===== src/rtl/fifo_pkg.sv =====
// fifo_pkg: shared definitions for the parametrised synchronous FIFO.
// Contents:
//   fifo_mode_e  - read mode selector (standard registered read or FWFT)
//   ptr_width    - address/pointer width for a given depth
//   count_width  - occupancy counter width for a given depth (holds 0..DEPTH)
//   params_ok    - elaboration-time sanity check of the FIFO parameter set
package fifo_pkg;

  typedef enum logic {
    FIFO_STD  = 1'b0,
    FIFO_FWFT = 1'b1
  } fifo_mode_e;

  // A depth of 1 would give $clog2 == 0, so clamp to one address bit.
  function automatic int ptr_width(input int depth);
    return (depth > 1) ? $clog2(depth) : 1;
  endfunction

  // The counter must represent DEPTH itself, hence depth+1 states.
  function automatic int count_width(input int depth);
    return $clog2(depth + 1);
  endfunction

  function automatic bit is_pow2(input int value);
    return (value >= 2) && ((value & (value - 1)) == 0);
  endfunction

  function automatic bit params_ok(input int width, input int depth,
                                   input int af_level, input int ae_level,
                                   input int fwft);
    return (width >= 1) && is_pow2(depth) &&
           (af_level >= 1) && (af_level <= depth) &&
           (ae_level >= 0) && (ae_level <= depth - 1) &&
           ((fwft == 0) || (fwft == 1));
  endfunction

endpackage


===== src/rtl/fifo_mem_2p.sv =====
// fifo_mem_2p: WIDTH x DEPTH register array, contents not reset.
// Ports:
//   clk      - write clock
//   wr_en    - write strobe (already qualified by the FIFO accept logic)
//   wr_addr  - write address
//   wr_data  - write data
//   rd_addr  - asynchronous read address
//   rd_data  - asynchronous read data, mem[rd_addr]
module fifo_mem_2p #(
  parameter int WIDTH = 8,
  parameter int DEPTH = 16,
  parameter int AW    = 4
) (
  input  logic             clk,
  input  logic             wr_en,
  input  logic [AW-1:0]    wr_addr,
  input  logic [WIDTH-1:0] wr_data,
  input  logic [AW-1:0]    rd_addr,
  output logic [WIDTH-1:0] rd_data
);

  logic [WIDTH-1:0] mem [DEPTH];

  always_ff @(posedge clk) begin
    if (wr_en) begin
      mem[wr_addr] <= wr_data;
    end
  end

  assign rd_data = mem[rd_addr];

endmodule


===== src/rtl/sync_fifo_param.sv =====
// sync_fifo_param: parametrised single-clock FIFO with occupancy count,
// almost-full/almost-empty thresholds, overflow/underflow pulses and an
// optional first-word-fall-through read mode.
// Ports:
//   clk, rst_n     - clock (rising edge) and asynchronous active-low reset
//   data_in, wr_en - write data and write request
//   rd_en          - read request (in FWFT mode: acknowledge/pop)
//   data_out       - read data
//   full, empty    - count == DEPTH / count == 0
//   almost_full    - count >= AF_LEVEL
//   almost_empty   - count <= AE_LEVEL
//   count          - current occupancy
//   overflow       - one-cycle pulse after a rejected write
//   underflow      - one-cycle pulse after a rejected read
module sync_fifo_param
  import fifo_pkg::*;
#(
  parameter int WIDTH    = 8,
  parameter int DEPTH    = 16,
  parameter int AF_LEVEL = DEPTH - 2,
  parameter int AE_LEVEL = 2,
  parameter int FWFT     = 0
) (
  input  logic                          clk,
  input  logic                          rst_n,
  input  logic [WIDTH-1:0]              data_in,
  input  logic                          wr_en,
  input  logic                          rd_en,
  output logic [WIDTH-1:0]              data_out,
  output logic                          full,
  output logic                          empty,
  output logic                          almost_full,
  output logic                          almost_empty,
  output logic [count_width(DEPTH)-1:0] count,
  output logic                          overflow,
  output logic                          underflow
);

  localparam int         PW   = ptr_width(DEPTH);
  localparam int         CW   = count_width(DEPTH);
  localparam fifo_mode_e MODE = (FWFT != 0) ? FIFO_FWFT : FIFO_STD;

  generate
    if (!params_ok(WIDTH, DEPTH, AF_LEVEL, AE_LEVEL, FWFT)) begin : g_bad_params
      $error("sync_fifo_param: illegal parameter set");
    end
  endgenerate

  logic [PW-1:0]    wr_ptr;
  logic [PW-1:0]    rd_ptr;
  logic [WIDTH-1:0] mem_rd_data;
  logic [WIDTH-1:0] data_q;
  logic             rd_ok;
  logic             wr_ok;

  assign empty        = (count == '0);
  assign full         = (count == CW'(DEPTH));
  assign almost_full  = (count >= CW'(AF_LEVEL));
  assign almost_empty = (count <= CW'(AE_LEVEL));

  // A full FIFO may still take a write when a read frees a slot in the same cycle.
  assign rd_ok = rd_en & ~empty;
  assign wr_ok = wr_en & (~full | rd_ok);

  fifo_mem_2p #(
    .WIDTH (WIDTH),
    .DEPTH (DEPTH),
    .AW    (PW)
  ) u_mem (
    .clk     (clk),
    .wr_en   (wr_ok),
    .wr_addr (wr_ptr),
    .wr_data (data_in),
    .rd_addr (rd_ptr),
    .rd_data (mem_rd_data)
  );

  // Pointers wrap naturally because DEPTH is a power of two.
  always_ff @(posedge clk or negedge rst_n) begin
    if (!rst_n) begin
      wr_ptr    <= '0;
      rd_ptr    <= '0;
      count     <= '0;
      overflow  <= 1'b0;
      underflow <= 1'b0;
      data_q    <= '0;
    end else begin
      if (wr_ok) begin
        wr_ptr <= wr_ptr + PW'(1);
      end
      if (rd_ok) begin
        rd_ptr <= rd_ptr + PW'(1);
        data_q <= mem_rd_data;
      end
      case ({wr_ok, rd_ok})
        2'b10:   count <= count + CW'(1);
        2'b01:   count <= count - CW'(1);
        default: count <= count;
      endcase
      overflow  <= wr_en & ~wr_ok;
      underflow <= rd_en & ~rd_ok;
    end
  end

  // FWFT shows the head entry directly; while empty it falls back to the
  // register, which keeps data_out at zero straight out of reset.
  assign data_out = ((MODE == FIFO_FWFT) && !empty) ? mem_rd_data : data_q;

endmodule


===== config.mk =====
export PLATFORM = sky130hd
export DESIGN_NAME = sync_fifo_param
export DESIGN_NICKNAME = d
export VERILOG_FILES = /design/src/rtl/fifo_pkg.sv /design/src/rtl/fifo_mem_2p.sv /design/src/rtl/sync_fifo_param.sv
export SDC_FILE = /design/constraint.sdc
export NUM_CORES = 1
export LEC_CHECK = 0
export CAP_MARGIN = 15
export CORE_ASPECT_RATIO = 1.4
export CORE_MARGIN = 5
export CORE_UTILIZATION = 35
export CTS_CLUSTER_SIZE = 40
export DETAILED_ROUTE_END_ITERATION = 16
export PLACE_DENSITY = 0.48
export SETUP_SLACK_MARGIN = 0.1
export SLEW_MARGIN = 5
export SYNTH_ARGS = -nofsm -noshare
export SYNTH_HDL_FRONTEND = slang
export SYNTH_HIERARCHICAL = 1
export SYNTH_SLANG_ARGS = --single-unit

===== constraint.sdc =====
create_clock -name clk -period 4.8 [get_ports clk]
set_clock_uncertainty 0.15 [all_clocks]
set_input_delay 1.44 -clock clk [delete_from_list [all_inputs] [get_ports clk]]
set_output_delay 1.44 -clock clk [all_outputs]
set_load 0.03 [all_outputs]

==> results of run 1 <==
-- final timing paths --
kind                                  start     endpoint  cells past startpoint
worst max register to register     count[3]     count[4]                     11
worst max-delay path               count[3]         full                      3
min in group asynchronous             rst_n     count[1]                      1
worst min-delay path            data_out[6]  data_out[6]                      1
max in group asynchronous             rst_n    rd_ptr[0]                      2
worst min register to register  data_out[6]  data_out[6]                      1
-- power by group through the flow --
stage | combinational [mW] | clock, mW | sequential (mW)
floorplan | 0.889 | 0 | 1.89
global placement | 1.37 | 0 | 1.86
detailed placement | 1.38 | 0 | 1.87
CTS | 1.39 | 1.42 | 1.85
global route | 1.47 | 1.49 | 1.87
finish | 1.36 | 1.39 | 1.84
-- logic make-up (layout without fill, tap and decap cells) --
kind of cell             count (synthesis)  in the layout  synth area share (%)
XOR/XNOR                                 9              9                  1.29
buffers and inverters                   19             90                  2.03
AND/OR/NAND/NOR                         57             57                  4.87
flip-flops                             151            151                  72.3
adder cells (fa/ha/maj)                  7              7                  1.55
AO/OA/AOI/OAI                           27             27                  3.19
multiplexers                            44             44                  14.8
-- flip-flops by register name (all words and copies together) (netlist names) --
name and flops:
rd_ptr 4, wr_ptr 4, count 5, underflow 1
overflow 1, data_out 8, u_mem/mem 128
-- worst max-delay path, cell delays in order, from the launching register on --
cell	delay, ns
dfrtp_1	0.48
nor4_4	0.42
and2_1	0.20
clkdlybuf4s50_1	0.68
-- layout by cell type (no fill, tap or decap), types with 2 or more instances in the layout --
cell / instances
nor2_1: 14
nor3b_1: 2
nor2b_1: 2
clkinv_2: 2
mux4_1: 14
mux4_2: 18
mux2_2: 10
dfrtp_1: 22
ha_1: 6
nor3_1: 6
nand3_1: 2
clkbuf_16: 17
clkbuf_8: 4
clkdlybuf4s50_1: 30
mux2i_1: 2
nand4_1: 2
xnor2_1: 5
a22oi_1: 16
o41ai_1: 2
xor2_1: 4
and2_1: 3
o21ai_0: 3
bufinv_16: 3
buf_4: 20
clkinv_4: 3
nand2b_1: 2
edfxtp_1: 128
or2_2: 2
nand3b_1: 2
inv_1: 7
nand2_1: 15
-- metal layers --
layer  track usage [%]  wire length [um]  vias to the layer above  share of wire, %
li1                  -                 -                     1385                 -
met1              15.9              5280                     1605                42
met2              22.7              6780                       52                54
met3              3.68               396                       12               3.2
met4              3.61               112                        0              0.89
met5                 0                 0                        -                 0
-- through the flow --
stage               total power [mW]  instance area, um^2  worst slack (ns)  cells  utilization (%)
floorplan                       2.78                 6120              1.03    314                -
global placement                3.23                 6770             0.758    588             39.2
detailed placement              3.26                 6770             0.656    588             39.2
CTS                             4.65                 7390              1.01    620             42.8
global route                    4.83                 7410             0.905    621             42.9
finish                          4.58                 7410              1.03    621             42.9
-- cell type report --
type	instances	area, um^2
Clock inverter	10	143
Clock buffer	22	484
Tap cell	236	295
Sequential cell	151	4420
Timing Repair Buffer	51	465
Inverter	7	26.3
Fill cell	1583	9850
Multi-Input combinational cell	144	1570
==> summary.txt, run 1 <==
Floorplan
  • DIE WIDTH: roughly 120 um
  • Initial Utilization: 35.4%
  • DIE HEIGHT: 166 um
  • Die Area: 20300 um^2
  • Rows: 57
  • Core region area: 17300 um^2
  • Ports: 31

Outcome
  • Status: complete, no violations

Setup path
  • Worst endpoint required time: 3.21 ns
  • CP endpoint kind: output pin
  • Critical path fanouts, max: 6
  • Kind of critical path: flip-flop to output pin
  • Reg2Reg Setup Slack: 1.68 ns
  • Worst EP arrival: roughly 2.2 ns
  • Startpoint types: flip-flop

Power
  • Switching power: around 1.4 mW
  • Leak: 2.58 nW
  • Net Sw Frac: between 30% and 40%
  • Clock power frac: 30.3%
  • VDD IR-drop max: 205 uV
  • Seq pwr share: 40.1%
  • Internal power: 3.16 mW
  • Comb power frac: 29.6%
  • Power Density: around 620 nW/um^2

Route
  • Via Count: 3054
  • DRT iter0 DRCs: between 150 and 200
  • Detailed-router iteration count before antenna repair: 4
  • DR WL/cell: 20.2 um
  • Via/cell ratio: around 4.9
  • DRC viols: 0
  • Post-DRT Antenna Nets: 0
  • Drt total wl: 12.6 mm

Clock network
  • CTS tree: done
  • Post-CTS sizing: 0
  • Worst-path clk slew: 0.06 ns
  • CTS H-tree depth: 4
  • Root buffer cell: clkbuf_16
  • Hold-fix buffers, CTS: 0
  • # Post-CTS Setup Buffers: 0
  • Later-pin clock latency in the skew report: 0.42 ns
  • CTS Buf Count: 17
  • CTS max path bufs: 2
  • TritonCTS Sinks: 151

Finish
  • Ant diodes: 0
  • Share of cells above drive strength 1: 22.3%
  • Final nets: 391
  • Area Overhead vs Synth: 21.1%

Logic synthesis
  • Top-count cell post-synth: edfxtp_1
  • Synth async-reset ratio: between 10% and 20%
  • Top cells by count, synth: 128 x edfxtp_1, 23 x dfrtp_1, 18 x mux4_2
  • Synth Area per Inst: 19.5 um^2
  • Post-synth EDFFs: 128
  • Post-synthesis cell count: approximately 310
  • Most used DFF post-synth: edfxtp_1
  • Syn. warnings: 6
  • Top cell type by total area after synthesis: edfxtp_1
  • Top post-synthesis cells by area: edfxtp_1 63%, dfrtp_1 9.4%, mux4_2 6.6%, mux4_1 6.0%, a22oi_1 2.0%
  • Yosys top cell area share: 62.8%
  • Post-synthesis sequential area ratio: 72.3%
  • Syn nets: around 330
  • Seq cells post-synth: 151
  • Cell area after synthesis: ~6100 um^2
  • Synth unique cells: 41

Global routing
  • Largest net degree at the start of global routing: 36
  • First-pass GRT wire length: 19.6 mm
  • Total gr overflow: 0
  • GRT Resource Usage Total: 13.1%
  • Vias in the first global route: 3305
  • Number of antenna violations at the first check in global routing: 0

STA
  • Worst-margin pin slew: 0.827 ns
  • Setup tns final: 0 ns
  • Endpoints failing setup: 0
  • Tcrit/Tclk final: between 70% and 80%
  • Fin. max-slew vios: 0
  • FMAX: ~270 MHz
  • RSZ-0062 raised after global routing: no
  • Worst hold slack: 0.355 ns
  • Slew margin rel.: 44.9%
  • Fin crit period: 3.77 ns
  • Hold Vio Cnt, Final: 0

Placement
  • PortBufs: 30
  • HPWL after detailed placement: 8.36 mm
  • GPL Wtd Cong: 0.753

Job
  • MaxCap Viol Count: 0

Hold path
  • Worst hold path class: flip-flop to flip-flop
Note: power is estimated with default switching activity, not from simulation.
==> run 2: changes to the inputs <==
clock period = 3.6 ns   (was 4.8 ns; I/O delays follow)
==> run 2 against run 1 <==
  * Non-clock buffer count rose by 4
  * Count of clock-buffer cells in the layout is 4 lower
  * Via count grew 0.75%
  * Sequential cell count did not move
  * Clock power up 27%
  * Cell area unchanged
  * Global-route usage is essentially flat
  * Largest cell class unchanged
  * Largest power group unchanged
  * Highest routed layer unchanged
==> summary.txt, run 2 (same netlist as run 1, synthesis figures left out) <==
Clock network
  • Root buffer cell: clkbuf_16 (unchanged)
  • TritonCTS Sinks: 151 (unchanged)
  • Worst-path clk slew: 0.07 ns (was 0.06 ns)
  • CTS Buf Count: 17 (unchanged)
  • CTS tree: done (unchanged)
  • CTS H-tree depth: 4 (unchanged)
  • CTS max path bufs: 2 (unchanged)
  • Later-pin clock latency in the skew report: 0.41 ns (was 0.42 ns)

Power
  • Leak: 2.58 nW (about the same)
  • Power Density: 820 nW/um^2 (was 619 nW/um^2)
  • Internal power: 4.12 mW (was 3.16 mW)
  • Comb power frac: 31.3% (was 29.6%)
  • VDD IR-drop max: 304 uV (was 205 uV)
  • Clock power frac: 29.2% (was 30.3%)
  • Seq pwr share: 39.5% (was 40.1%)
  • Net Sw Frac: 32.2% (was 31.1%)
  • Tot Pwr: 6.07 mW (was 4.58 mW)
  • Switching power: 1.95 mW (was 1.43 mW)

Global routing
  • GRT busiest layer: met2 (unchanged)
  • Grt met2 use: 22.4% (was 22.7%)
  • Number of antenna violations at the first check in global routing: 0 (unchanged)
  • Met3 Use GR: 3.17% (was 3.68%)
  • Vias in the first global route: 3237 (was 3305)
  • GRT Resource Usage Total: 13.0% (was 13.1%)
  • Total gr overflow: 0 (unchanged)
  • Largest net degree at the start of global routing: 36 (unchanged)
  • Met1 Use GR: 16.0% (was 15.9%)
  • First-pass GRT wire length: 19.5 mm (was 19.6 mm)

STA
  • Hold Vio Cnt, Final: 0 (unchanged)
  • Fin. max-slew vios: 0 (unchanged)
  • Setup tns final: 0 ns (unchanged)
  • RSZ-0062 raised after global routing: no (unchanged)
  • FMAX: 298 MHz
  • Fin crit period: 3.35 ns
  • Tcrit/Tclk final: 93.2%
  • Slew margin rel.: 53.1% (was 44.9%)
  • Endpoints failing setup: 0 (unchanged)
  • Worst-margin pin slew: 0.703 ns (was 0.827 ns)

Floorplan
  • Initial Utilization: 35.4% (unchanged)
  • Ports: 31 (unchanged)
  • DIE WIDTH: 122 um (unchanged)
  • Core region area: 17300 um^2 (unchanged)
  • Die Area: 20300 um^2 (unchanged)
  • DIE HEIGHT: 166 um (unchanged)
  • Rows: 57 (unchanged)

Finish
  • Area Overhead vs Synth: 21.1% (unchanged)
  • Largest Register: u_mem/mem (unchanged)
  • Ant diodes: 0 (unchanged)
  • Commonest non-fill, non-tap cells in the layout: 128 x edfxtp_1, 30 x clkdlybuf4s50_1, 24 x buf_4, 22 x dfrtp_1, 18 x mux4_2 (was 128 x edfxtp_1, 30 x clkdlybuf4s50_1, 22 x dfrtp_1, 20 x buf_4, 18 x mux4_2)
  • Filler cells: 1544 (was 1583)
  • Most common cell after layout, fill and taps aside: edfxtp_1 (unchanged)
  • Final nets: 395 (was 391)
  • Max reg flops: 128 (unchanged)
  • Share of cells above drive strength 1: 23.1% (was 22.3%)
  • Post-route cell area: 7410 um^2 (unchanged)

Setup path
  • Cell family with most CP delay: buffers and inverters (unchanged)
  • Worst-path cell chain: nor4_4 -> and2_1 -> clkdlybuf4s50_1 (unchanged)
  • Critical path fanouts, max: 6 (unchanged)
  • Kind of critical path: flip-flop to output pin (unchanged)
  • CP endpoint kind: output pin (unchanged)
  • CP max stage delay: 0.67 ns (was 0.68 ns)
  • Worst endpoint required time: 2.37 ns (was 3.21 ns)
  • Startpoint types: flip-flop (unchanged)
  • CP bufs+invs: 1 (unchanged)
  • Slowest CP cell: clkdlybuf4s50_1 (unchanged)
  • Worst EP arrival: 2.12 ns (was 2.18 ns)

Placement
  • HPWL after detailed placement: 8.32 mm (was 8.36 mm)
  • PortBufs: 30 (unchanged)
  • Cell Area, Placed: 6810 um^2 (was 6770 um^2)
  • GPL Wtd Cong: 0.712 (was 0.753)

Outcome
  • Status: complete, no violations (unchanged)

Route
  • Post-DRT Antenna Nets: 0 (unchanged)
  • Via/cell ratio: 4.92 (about the same)
  • DR WL/cell: 19.6 um (was 20.2 um)
  • Via Count: 3077 (was 3054)
  • DRC viols: 0 (unchanged)
  • Detailed-router iteration count before antenna repair: 4 (unchanged)
  • Drt total wl: 12.2 mm (was 12.6 mm)
  • DRT iter0 DRCs: 158 (was 182)

Job
  • MaxCap Viol Count: 0 (unchanged)

Hold path
  • Worst hold path class: flip-flop to flip-flop (unchanged)
run 2: changes by cell type in the layout (fill, tap and decap cells not counted), sizes merged:
cell,delta
clkinv,-4
clkinvlp,+2
bufinv,-1
clkbuf,-4
buf,+4
inv,+7
run 2: final cells by class:
type | instances | area, um^2 | share of cell area (%)
sequential | 151 | 4420 | 59.7
timing repair buffer | 55 | 500 | 6.76
tap | 236 | 295 | 3.99
clock inverter | 14 | 163 | 2.20
multi-input combinational | 144 | 1570 | 21.2
clock buffer | 18 | 429 | 5.79
inverter | 7 | 26.3 | 0.355
run 2: power by group through the flow:
stage | clock [mW] | combinational, mW | sequential (mW)
3_5_place_dp | 0 | 1.93 | 2.44
3_3_place_gp | 0 | 1.92 | 2.43
6_report | 1.77 | 1.90 | 2.40
5_1_grt | 1.90 | 2.07 | 2.43
2_1_floorplan | 0 | 1.18 | 2.52
4_1_cts | 1.82 | 1.93 | 2.40
run 2: path summary, 6_finish.rpt:
check / end / startpoint / slack (ns) / cells past startpoint
max: full / count[1] / 0.25 / 3
max reg2reg: count[4] / count[1] / 0.64 / 11
min in group asynchronous: count[0] / rst_n / 0.88 / 2
max in group asynchronous: rd_ptr[0] / rst_n / 2.16 / 2
min reg2reg: data_out[4] / data_out[4] / 0.36 / 1
min: data_out[4] / data_out[4] / 0.36 / 1
run 2: per-layer routing:
metal	wire length (um)	part of all wire (%)	up-vias
met5	0	0	-
met4	191	1.6	0
met3	385	3.2	16
met2	6520	53	64
met1	5130	42	1594
li1	-	-	1403
run 2: what timing repair did:
action,4_1_cts,5_1_grt
resized for setup,0,0
setup endpoints to repair,0,2
hold buffers,0,0
buffers inserted,0,1
run 2: metrics by stage:
stage / instances / util, % / hold slack [ns] / setup slack, ns
after global routing: 625 / 42.9 / 0.388 / 0.130
after floorplan: 314 / - / 0.337 / 0.186
after detailed placement: 592 / 39.4 / 0.352 / -0.0250
after CTS: 624 / 42.9 / 0.367 / 0.126
after global placement: 592 / 39.4 / 0.344 / 0.0681
final: 625 / 42.9 / 0.358 / 0.246
==> run 3: changes to the inputs <==
ABC_CLOCK_PERIOD_IN_PS = 3600   (was unset)
==> results of run 3 <==
Final layout, timing and power as in run 2 (identical DEF).
